<file path="src/rtl/irq_encoder_8x3_if.sv">
// Request/grant bundle between the 8-to-3 request encoder and its consumer.
// The encoder is the master: it drives valid/code/pend and samples req/ready.
interface irq_encoder_8x3_if;
  logic [0:7] req;
  logic       ready;
  logic       valid;
  logic [0:2] code;
  logic [0:7] pend;

  modport master (
    input  req,
    input  ready,
    output valid,
    output code,
    output pend
  );

  modport slave (
    output req,
    output ready,
    input  valid,
    input  code,
    input  pend
  );
endinterface

</file>
<file path="src/rtl/irq_encoder_8x3.sv">
// Registered 8-to-3 request encoder: sticky pending bits, one grant per handshake,
// fixed (RR=0) or round-robin (RR=1) priority.
module irq_encoder_8x3 #(
  parameter int unsigned RR = 0
) (
  input logic               clk,
  input logic               rst_n,
  irq_encoder_8x3_if.master bus
);

  logic [7:0] req_vec;
  logic [7:0] pend_q, pend_d;
  logic [7:0] acc_mask;
  logic [7:0] cand;
  logic       valid_q, valid_d;
  logic [2:0] code_q, code_d;
  logic [2:0] ptr_q, ptr_d;
  logic [2:0] start;
  logic [2:0] sel;
  logic       found;
  logic       hs;
  logic       load;

  // Ports use ascending ranges; internally bit i is request index i.
  for (genvar g = 0; g < 8; g++) begin : g_map
    assign req_vec[g] = bus.req[g];
    assign bus.pend[g] = pend_q[g];
  end

  assign bus.valid = valid_q;
  assign bus.code  = {code_q[0], code_q[1], code_q[2]};

  always_comb begin
    hs       = valid_q & bus.ready;
    load     = ~valid_q | hs;
    acc_mask = '0;
    if (hs) begin
      acc_mask[code_q] = 1'b1;
    end
    // Set wins over clear: a fresh request re-arms the bit just accepted.
    cand   = (pend_q & ~acc_mask) | req_vec;
    pend_d = cand;

    ptr_d = ptr_q;
    if (RR != 0 && hs) begin
      ptr_d = code_q + 3'd1;
    end
    start = (RR != 0) ? ptr_d : 3'd0;
  end

  // Circular search from start; the first set candidate wins.
  always_comb begin
    logic [2:0] idx;
    sel   = '0;
    found = 1'b0;
    idx   = '0;
    for (int off = 0; off < 8; off++) begin
      idx = start + 3'(off);
      if (!found && cand[idx]) begin
        found = 1'b1;
        sel   = idx;
      end
    end
  end

  always_comb begin
    valid_d = valid_q;
    code_d  = code_q;
    if (load) begin
      valid_d = found;
      if (found) begin
        code_d = sel;
      end
    end
  end

  always_ff @(posedge clk or negedge rst_n) begin
    if (!rst_n) begin
      pend_q  <= '0;
      valid_q <= 1'b0;
      code_q  <= '0;
      ptr_q   <= '0;
    end else begin
      pend_q  <= pend_d;
      valid_q <= valid_d;
      code_q  <= code_d;
      ptr_q   <= ptr_d;
    end
  end

endmodule

</file>
<file path="src/flat_wrapper.sv">
// flat-port wrapper written by rule: the top's interface ports become plain ports
module irq_encoder_8x3_flat 
#(
  parameter int unsigned RR = 0
)
  (clk, rst_n, bus_req, bus_ready, bus_valid, bus_code, bus_pend);
  irq_encoder_8x3_if bus_i ();
  input logic clk;
  input logic rst_n;
  input wire logic [$bits(bus_i.req)-1:0] bus_req;
  input wire logic [$bits(bus_i.ready)-1:0] bus_ready;
  output wire logic [$bits(bus_i.valid)-1:0] bus_valid;
  output wire logic [$bits(bus_i.code)-1:0] bus_code;
  output wire logic [$bits(bus_i.pend)-1:0] bus_pend;
  assign bus_i.req = bus_req;
  assign bus_i.ready = bus_ready;
  assign bus_valid = bus_i.valid;
  assign bus_code = bus_i.code;
  assign bus_pend = bus_i.pend;
  irq_encoder_8x3 #(.RR(RR)) u_core (.clk(clk), .rst_n(rst_n), .bus(bus_i));
endmodule
</file>
<file path="config.mk">
export PLATFORM = sky130hd
export DESIGN_NAME = irq_encoder_8x3_flat
export DESIGN_NICKNAME = d
export VERILOG_FILES = /design/src/rtl/irq_encoder_8x3_if.sv /design/src/rtl/irq_encoder_8x3.sv /design/src/flat_wrapper.sv
export SDC_FILE = /design/constraint.sdc
export NUM_CORES = 1
export LEC_CHECK = 0
export CORE_MARGIN = 10
export CORE_UTILIZATION = 46
export CTS_BUF_LIST = sky130_fd_sc_hd__clkbuf_16
export DETAILED_ROUTE_END_ITERATION = 8
export GPL_TIMING_DRIVEN = 0
export PLACE_DENSITY_LB_ADDON = 0.1
export SLEW_MARGIN = 20
export SYNTH_ARGS = -nofsm -noshare
export SYNTH_HDL_FRONTEND = slang
export SYNTH_SLANG_ARGS = --single-unit
</file>
<file path="constraint.sdc">
create_clock -name clk -period 3.29 [get_ports clk]
set_input_delay 0.658 -clock clk [delete_from_list [all_inputs] [get_ports clk]]
set_output_delay 0.658 -clock clk [all_outputs]
set_load 0.01 [all_outputs]
</file>
; Word-level counts from Yosys, hierarchy flattened
; Cells that the tools add are included.
[classes]
magnitude_cmp = 2
muxes = 18
bitwise = 6
reduce_logical = 16
[op_table]
columns = operator, count
row1 = $mux 3, 6
row2 = $mux 1, 10
row3 = $and 8x8->8, 1
row4 = $logic_and 1x1->1, 8
row5 = $mux 8, 1
row6 = $not 8->8, 1
row7 = $or 8x8->8, 1
row8 = $logic_not 1->1, 7
row9 = $lt 3x4->1 const B, 1
row10 = $demux 1 s3, 1
row11 = $ge 3x1->1 const B, 1
row12 = $reduce_and 2->1, 1
row13 = $and 1x1->1, 1
row14 = $not 1->1, 1
row15 = $or 1x1->1, 1
[totals]
reg_bits = 12
input_bits = 11
output_inout_bits = 12
wordCells = 45

; Depth between registers and ports, before layout
[logic_depth]
ltp_word = 31
ltp_mapped = 6
mapped_depth_nobuf = 5

; Least setup slack after synthesis
; No wires, ideal clock.
[synth_path]
kind = input to register
start = in bus_ready
end = reg u_core.code_q[0]
setup_time_ps = 126
t_arrival_ps = 1680
required_time_ps = 3164
slack_ps = 1483
stages = 5
path_buffers = 0
path_cell_list = and3b_2 a21oi_2 nor4_4 nor3b_2 o32a_1
[synth_via]
word_cells_on_any_way = 36
classes_between = mux (16) / bitwise (5) / reduce/logical (15)
[synth_lines]
columns = element, line_no
row1 = from (decl), flat_wrapper.sv:11  ; input wire logic [$bits(bus_i.ready)-1:0] bus_ready;
row2 = $and 1x1->1 *, irq_encoder_8x3.sv:34  ; hs = valid_q & bus.ready;
row3 = $mux 8 *, irq_encoder_8x3.sv:37  ; if (hs) begin
row4 = $not 8->8 *, irq_encoder_8x3.sv:41  ; cand = (pend_q & ~acc_mask) | req_vec;
row5 = $and 8x8->8 *, irq_encoder_8x3.sv:41
row6 = $or 8x8->8 *, irq_encoder_8x3.sv:41
row7 = net u_core.cand[2], irq_encoder_8x3.sv:14  ; logic [7:0] cand;
row8 = $logic_and 1x1->1 *, irq_encoder_8x3.sv:59  ; if (!found && cand[idx]) begin
row9 = $mux 1, irq_encoder_8x3.sv:59
row10 = [... 8 more ...], --
row11 = $mux 1, irq_encoder_8x3.sv:59
row12 = $logic_not 1->1, irq_encoder_8x3.sv:59
row13 = $logic_and 1x1->1, irq_encoder_8x3.sv:59
row14 = $mux 1, irq_encoder_8x3.sv:59
row15 = $logic_not 1->1, irq_encoder_8x3.sv:59
row16 = $logic_and 1x1->1, irq_encoder_8x3.sv:59
row17 = $mux 1, irq_encoder_8x3.sv:59
row18 = $reduce_and 2->1 (no source line), --
row19 = to (signal assigned), irq_encoder_8x3.sv:86  ; code_q <= code_d;
row20 = to (decl), irq_encoder_8x3.sv:16  ; logic [2:0] code_q, code_d;
; Mark *: on every way through the listed nets, which the timed path passes. The rest lies on a longest branch.
; A chain may end at the register's enable or synchronous reset.

; Worst setup path in the final report
[layout_path]
start = in bus_ready
end = reg u_core.code_q[1]
[layout_via]
word_cells_on_any_way = 35
classes_between = mux (15) / bitwise (5) / reduce/logical (15)
[layout_lines]
columns = element, line_no
row1 = $and 1x1->1 *, irq_encoder_8x3.sv:34
row2 = $mux 8 *, irq_encoder_8x3.sv:37
row3 = $not 8->8 *, irq_encoder_8x3.sv:41
row4 = $and 8x8->8 *, irq_encoder_8x3.sv:41
row5 = $or 8x8->8 *, irq_encoder_8x3.sv:41
row6 = net u_core.cand[6], irq_encoder_8x3.sv:14
row7 = $logic_and 1x1->1 *, irq_encoder_8x3.sv:59
row8 = $mux 1, irq_encoder_8x3.sv:59
row9 = $logic_not 1->1, irq_encoder_8x3.sv:59
row10 = $logic_and 1x1->1, irq_encoder_8x3.sv:59
row11 = $mux 1, irq_encoder_8x3.sv:59
row12 = $reduce_and 2->1 (no source line), --
; Marks and branches as above.

==> metrics.csv <==
stage,metric,value,unit
cells_and_area,"commonest non-fill, non-tap cell in the layout",clkdlybuf4s50_1,
placed_design,Setup Slack @ Placement,0.822,ns
outcome,status,finished clean,
floorplanning,total core area,1330,sq um
clocking,Post-CTS Setup Inserts,0,
logic_synthesis,synthesis warning total,0,
timing,Fin Hold WS,0.557,ns
floorplanning,IO Pins,23,
grt,global-route wire length before repair,2880,um
clocking,Sink Count,12,
cells_and_area,# nets final,95,
pwr,pwr dens,465,nW/um^2
clocking,CTS root buf,clkbuf_16,
grt,largest net degree at the start of global routing,13,
timing,Tcrit/Tclk final,67.2,%
placed_design,placed inst area,907,sq um
cells_and_area,# diodes,0,
floorplanning,Initial Utilization,50.1,%
floorplanning,chip width,58.1,um
routing,Post-route DRC,0,
timing,setup_tns,0,ns
logic_synthesis,post-synthesis sequential area ratio,44.9,%
placed_design,placed instance count,94,
logic_synthesis,adder-cell share of the synthesized area,0,%
clocking,CTS H-tree depth,1,
timing,fmax,452,MHz
clocking,Max Buffers Root-to-Sink,2,
logic_synthesis,Synth Area in XOR/XNOR,0,%
timing,worst slew pin tran,0.541,ns
timing,post-layout min period,2.21,ns
logic_synthesis,mux contribution to synthesized area,0,%
pwr,Lkg Pwr,0.378,nW
logic_synthesis,Synth Instances,57,
clocking,cts bufs inserted,3,
timing,relative slew slack,63.8,%
grt,total grt overflow,0,
pwr,peak supply drop,0.360,mV
cells_and_area,share of layout cells above drive strength 1,23.2,%
min_path,Hold Crit Class,reg -> reg,
logic_synthesis,Yosys cell types,22,
clocking,CTS tree,yes,
floorplanning,die area,3380,sq um
clocking,insertion delay to the later sink of the worst-skew pair,0.24,ns
cells_and_area,design area,982,sq um
grt,Total Routing Usage GR,11.5,%
routing,Vias per Instance,5.56,
critical_path,crit path kind,in -> reg,
timing,Final Max Tran Viols,0,
cells_and_area,most frequent cells in the layout,"22 x clkdlybuf4s50_1, 12 x dfrtp_1, 10 x nor2_1",
routing,1st-pass router iterations,2,
critical_path,crit-path max FO,4,
routing,Detailed Route Iter0 Violations,3,
critical_path,CP Data Arrival Time,2.33,ns
routing,Post-Route WL,1780,um
logic_synthesis,post-synthesis simple-gate area fraction,29.0,%
cells_and_area,Non-Filler Instances,97,
clocking,Resize count post-CTS,0,
routing,WL/cell,18.3,um
placed_design,Post-DP HPWL,1280,um
run,Max Cap Viol,0,
cells_and_area,"Core Util, Final",73.6,%
placed_design,Port Buf Inserts,22,
grt,initial antenna violation count,0,
critical_path,CP Launch Type,input port,
grt,number of global-route vias before repair,584,
routing,via count,539,
clocking,Worst-path clk slew,0.04,ns
floorplanning,num rows,13,
logic_synthesis,mapped cell area,668,sq um
logic_synthesis,Seq cells post-synth,12,
cells_and_area,P&R area growth vs syn,47.0,%
floorplanning,Die Y,58.1,um
logic_synthesis,main combinational cell family by area after synthesis,simple AND/OR/NAND/NOR gates,
timing,"Hold Violations, Final",0,
logic_synthesis,Mean Syn Cell Area,11.7,sq um
timing,clock skew,0.00146,ns
pwr,total power,0.457,mW
clocking,hold buffers post-CTS,0,
critical_path,WP data required,3.41,ns
logic_synthesis,Compound-Gate Fraction of Synth Area,21.5,%
timing,endpoints failing setup,0,
logic_synthesis,Synth Net Count,68,
timing,RSZ-0062 raised after global routing,false,
critical_path,capturing element type of the critical path,flop,
placed_design,global placement routability congestion,0.802,
timing,post-layout worst setup margin,1.08,ns
routing,post-route ant nets,0,
## cells by family after synthesis
kind of cell,count (synthesis)
AND/OR/NAND/NOR,26
AO/OA/AOI/OAI,15
flip-flops,12
buffers and inverters,4
## worst paths after layout
check	start	to	slack, ns	depth (start not counted)
worst max register to register	u_core.code_q[0]	u_core.code_q[1]	1.53	5
worst max-delay path	bus_ready	u_core.code_q[1]	1.08	6
min in group asynchronous	rst_n	u_core.pend_q[6]	0.78	1
worst min-delay path	u_core.code_q[0]	u_core.code_q[0]	0.56	1
worst min register to register	u_core.code_q[0]	u_core.code_q[0]	0.56	1
max in group asynchronous	rst_n	u_core.code_q[0]	2.15	1
## where the power goes
| group | leakage, nW | internal, mW | total [mW] | switching, mW |
|---|---|---|---|---|
| logic | 0.222 | 0.0407 | 0.0792 | 0.0385 |
| registers | 0.119 | 0.156 | 0.161 | 0.00471 |
| clock network | 0.0370 | 0.158 | 0.217 | 0.0588 |
| total | 0.378 | 0.355 | 0.457 | 0.102 |
## per-layer routing
layer	track usage, %	up-vias	wire, um
met3	6.54	4	187
met5	0	-	0
li1	-	260	-
met2	20.1	14	915
met1	10.2	261	655
met4	6.04	0	19
## Yosys cell counts (all sizes together)
cell type	count	area share, %
nor2	10	5.6
nor4	2	6.4
buf	2	3.4
inv	2	1.1
a41oi	2	5.4
o22a	2	2.6
dfrtp	12	45
nor2b	2	1.9
o32a	1	1.5
a211oi	1	1.1
and3	1	1.1
o21ba	1	1.5
or2	1	0.94
nor3	2	1.5
a21oi	8	9.4
nand3b	1	1.1
and2b	1	1.1
nor3b	5	7.9
and3b	1	1.5
## registers in the layout (all words and copies together), names as in the netlist
name and cells:
u_core.code_q 3, u_core.bus.valid 1, u_core.pend_q 8
## critical path, stage by stage
cell and delay (ns):
clkdlybuf4s50_1 0.48, and3b_2 0.28, a41oi_4 0.17, nor4_4 0.40, a21oi_1 0.13, o22a_1 0.21
## cell type report
class                           instances  area [sq um]
Clock buffer                            3          75.1
Sequential cell                        12           300
Multi-Input combinational cell         41           338
Fill cell                              98           352
Buffer                                  2          22.5
Tap cell                               15          18.8
Timing Repair Buffer                   22           220
Inverter                                2          7.51
Note: power is estimated with default switching activity, not from simulation.
==> edit: new RTL, config.mk and constraints unchanged <==
Make the reset (`rst_n`) synchronous in one clocked block.
--- a/src/rtl/irq_encoder_8x3.sv
+++ b/src/rtl/irq_encoder_8x3.sv
@@ -74,7 +74,7 @@
     end
   end
 
-  always_ff @(posedge clk or negedge rst_n) begin
+  always_ff @(posedge clk) begin
     if (!rst_n) begin
       pend_q  <= '0;
       valid_q <= 1'b0;
Function: differs if rst_n is asserted again (counterexample within 4 cycles, from zero or initial values and one cycle with rst_n low); with rst_n held inactive, the same outputs for 10 cycles.
==> edit against the original RTL <==
Non-clock buffer count decreased by 1. Power increased by 2.3%. Clock power about the same. Routed wire length increased by 12%. Worst setup slack got worse by 0.14 ns. Largest cell class unchanged. Area after synthesis increased by 6.2%. Sequential cell count unchanged. Clock skew decreased by 0.00090 ns. Core utilization decreased by 4.8 points. Design area increased by 4.3%. Critical path type unchanged. First-iteration DRC count increased to 6.0 times the old value.
==> edit: results (changes against the original RTL) <==
[global_route]
grt_pass1_wl_microns = 3350  ; was 2880 microns
grt_pass1_vias = 756  ; was 584
grt_max_degree = 11  ; was 13
track_usage = 0.120  ; was 0.115
grt_antenna_before_repair = 0  ; unchanged

[layout]
seq_area_sq_um = 240  ; was 300 sq um
buffer_area_frac = 0.220  ; was 0.247
multiInputCombCellCount = 71  ; was 41
n_fill_cell = 127  ; was 98
nNonClkInverters = 4  ; was 2
largest_reg_flops = 8  ; unchanged
layout-drive-gt1-share = 0.0796  ; was 0.232
buffers_excl_clock = 23  ; was 24
multi_input_area_sq_um = 449  ; was 338 sq um
antennaDiodeCount = 0  ; unchanged
design.seq.count = 12  ; unchanged
syn2layout_area_growth_pct = 44.4  ; was 47.0%
clock_area_frac = 0.0733  ; was 0.0764

[pwr]
ir_drop_uv = 320  ; was 360 uV
p_leak_nw = 0.369  ; was 0.378 nW

[logic_synthesis]
yosys-top-cells-count = nor2_1, dfxtp_1, a21oi_1, o21ai_0  ; was dfrtp_1, nor2_1, a21oi_2, nor3b_2
synth_ff_type = dfxtp_1  ; was dfrtp_1
ys_warn_count = 0  ; unchanged
yosys-top-cells-area = dfxtp_1, nor2_1, a21oi_1, o21a_1, a2111oi_4  ; was dfrtp_1, a21oi_2, nor4_4, nor2_1, nor3b_2
ys_types = 35  ; was 22
synth_cells = 88  ; was 57
synth_seq_area_share = 0.339  ; was 0.449
postSynth.asyncResetShare = 0  ; was 1.00
synthesis.nets = 99  ; was 68

[worst_setup_path]
cp_slowest_cell = clkdlybuf4s50_1  ; unchanged
max_stage_delay_ns = 0.55  ; was 0.48 ns
rr_startpoint = u_core.code_q[0]  ; unchanged
crit_type = in -> reg  ; unchanged
crit_family = compound AO/OA/AOI/OAI gates  ; was simple AND/OR/NAND/NOR gates
crit_fanout = 6  ; was 4
r2r_end = u_core.code_q[1]  ; unchanged
worstPathArrival_ns = 2.51  ; was 2.33 ns
r2r_setup_slack_ns = 1.43  ; was 1.53 ns

[place]
post-place-ws_ns = 0.732  ; was 0.822 ns
gp_congestion = 0.849  ; was 0.802
place_inst = 126  ; was 94
hpwl_microns = 1530  ; was 1280 microns
placed_area_sq_um = 950  ; was 907 sq um

[worst_hold_path]
hold_start = u_core.code_q[1]  ; was u_core.code_q[0]
min_path_cells = 2  ; was 1
min_delay_worst_endpoint = u_core.code_q[1]  ; was u_core.code_q[0]

[sta]
finalClockSkew_ns = 0.000559  ; was 0.00146 ns
worst_pin_slew_ns = 0.428  ; was 0.541 ns
setup_ws_ns = 0.941  ; was 1.08 ns
holdWs_ns = 0.530  ; was 0.557 ns

[die]
die_area_sq_mm = 0.00351  ; was 0.00338 sq mm

[clock_tree]
cts.htree.levels = 1  ; unchanged
root_buffer = clkbuf_16  ; unchanged
insertion_delay_ns = 0.24  ; about the same

[route]
vias = 754  ; was 539
wl_per_cell_microns = 15.4  ; was 18.3 microns
drt_iter0_markers = 18  ; was 3
firstDrtPassIters = 4  ; was 2
drt-total-wl_microns = 1980  ; was 1780 microns

[run_status]
status = finished, final reports clean  ; unchanged

## edit: changes by cell type in the layout (fill, tap and decap cells not counted), sizes merged, moves of 2 or more
cell and change:
dfrtp -12, dfxtp +12, nand2 +2, nand2b +4, nor2 +9, nor3b -5
o211ai +2, o21a +4, o21ai +5, o22a -2, or2 +2
## edit: per-layer routing
| layer | vias to the layer above | part of all wire | GRT usage |
|---|---|---|---|
| met5 | - | 0 | 0 |
| met4 | 0 | 0.010 | 0.0689 |
| met3 | 4 | 0.090 | 0.0515 |
| met2 | 24 | 0.45 | 0.181 |
| met1 | 349 | 0.45 | 0.138 |
| li1 | 377 | - | - |
## edit: kinds of logic (layout without fill, tap and decap cells)
logic type,Yosys count,after routing,share of synthesized area
AOI/OAI and AO/OA,30,30,0.326
DFF,12,12,0.339
buffers and inverters,5,30,0.0282
muxes,1,1,0.0141
and+or+nand+nor,40,40,0.293
## edit: report_power, final
group	switching [mW]	internal [mW]
sequential	0.0110	0.156
clock	0.0588	0.158
combinational	0.0394	0.0444
total	0.109	0.358
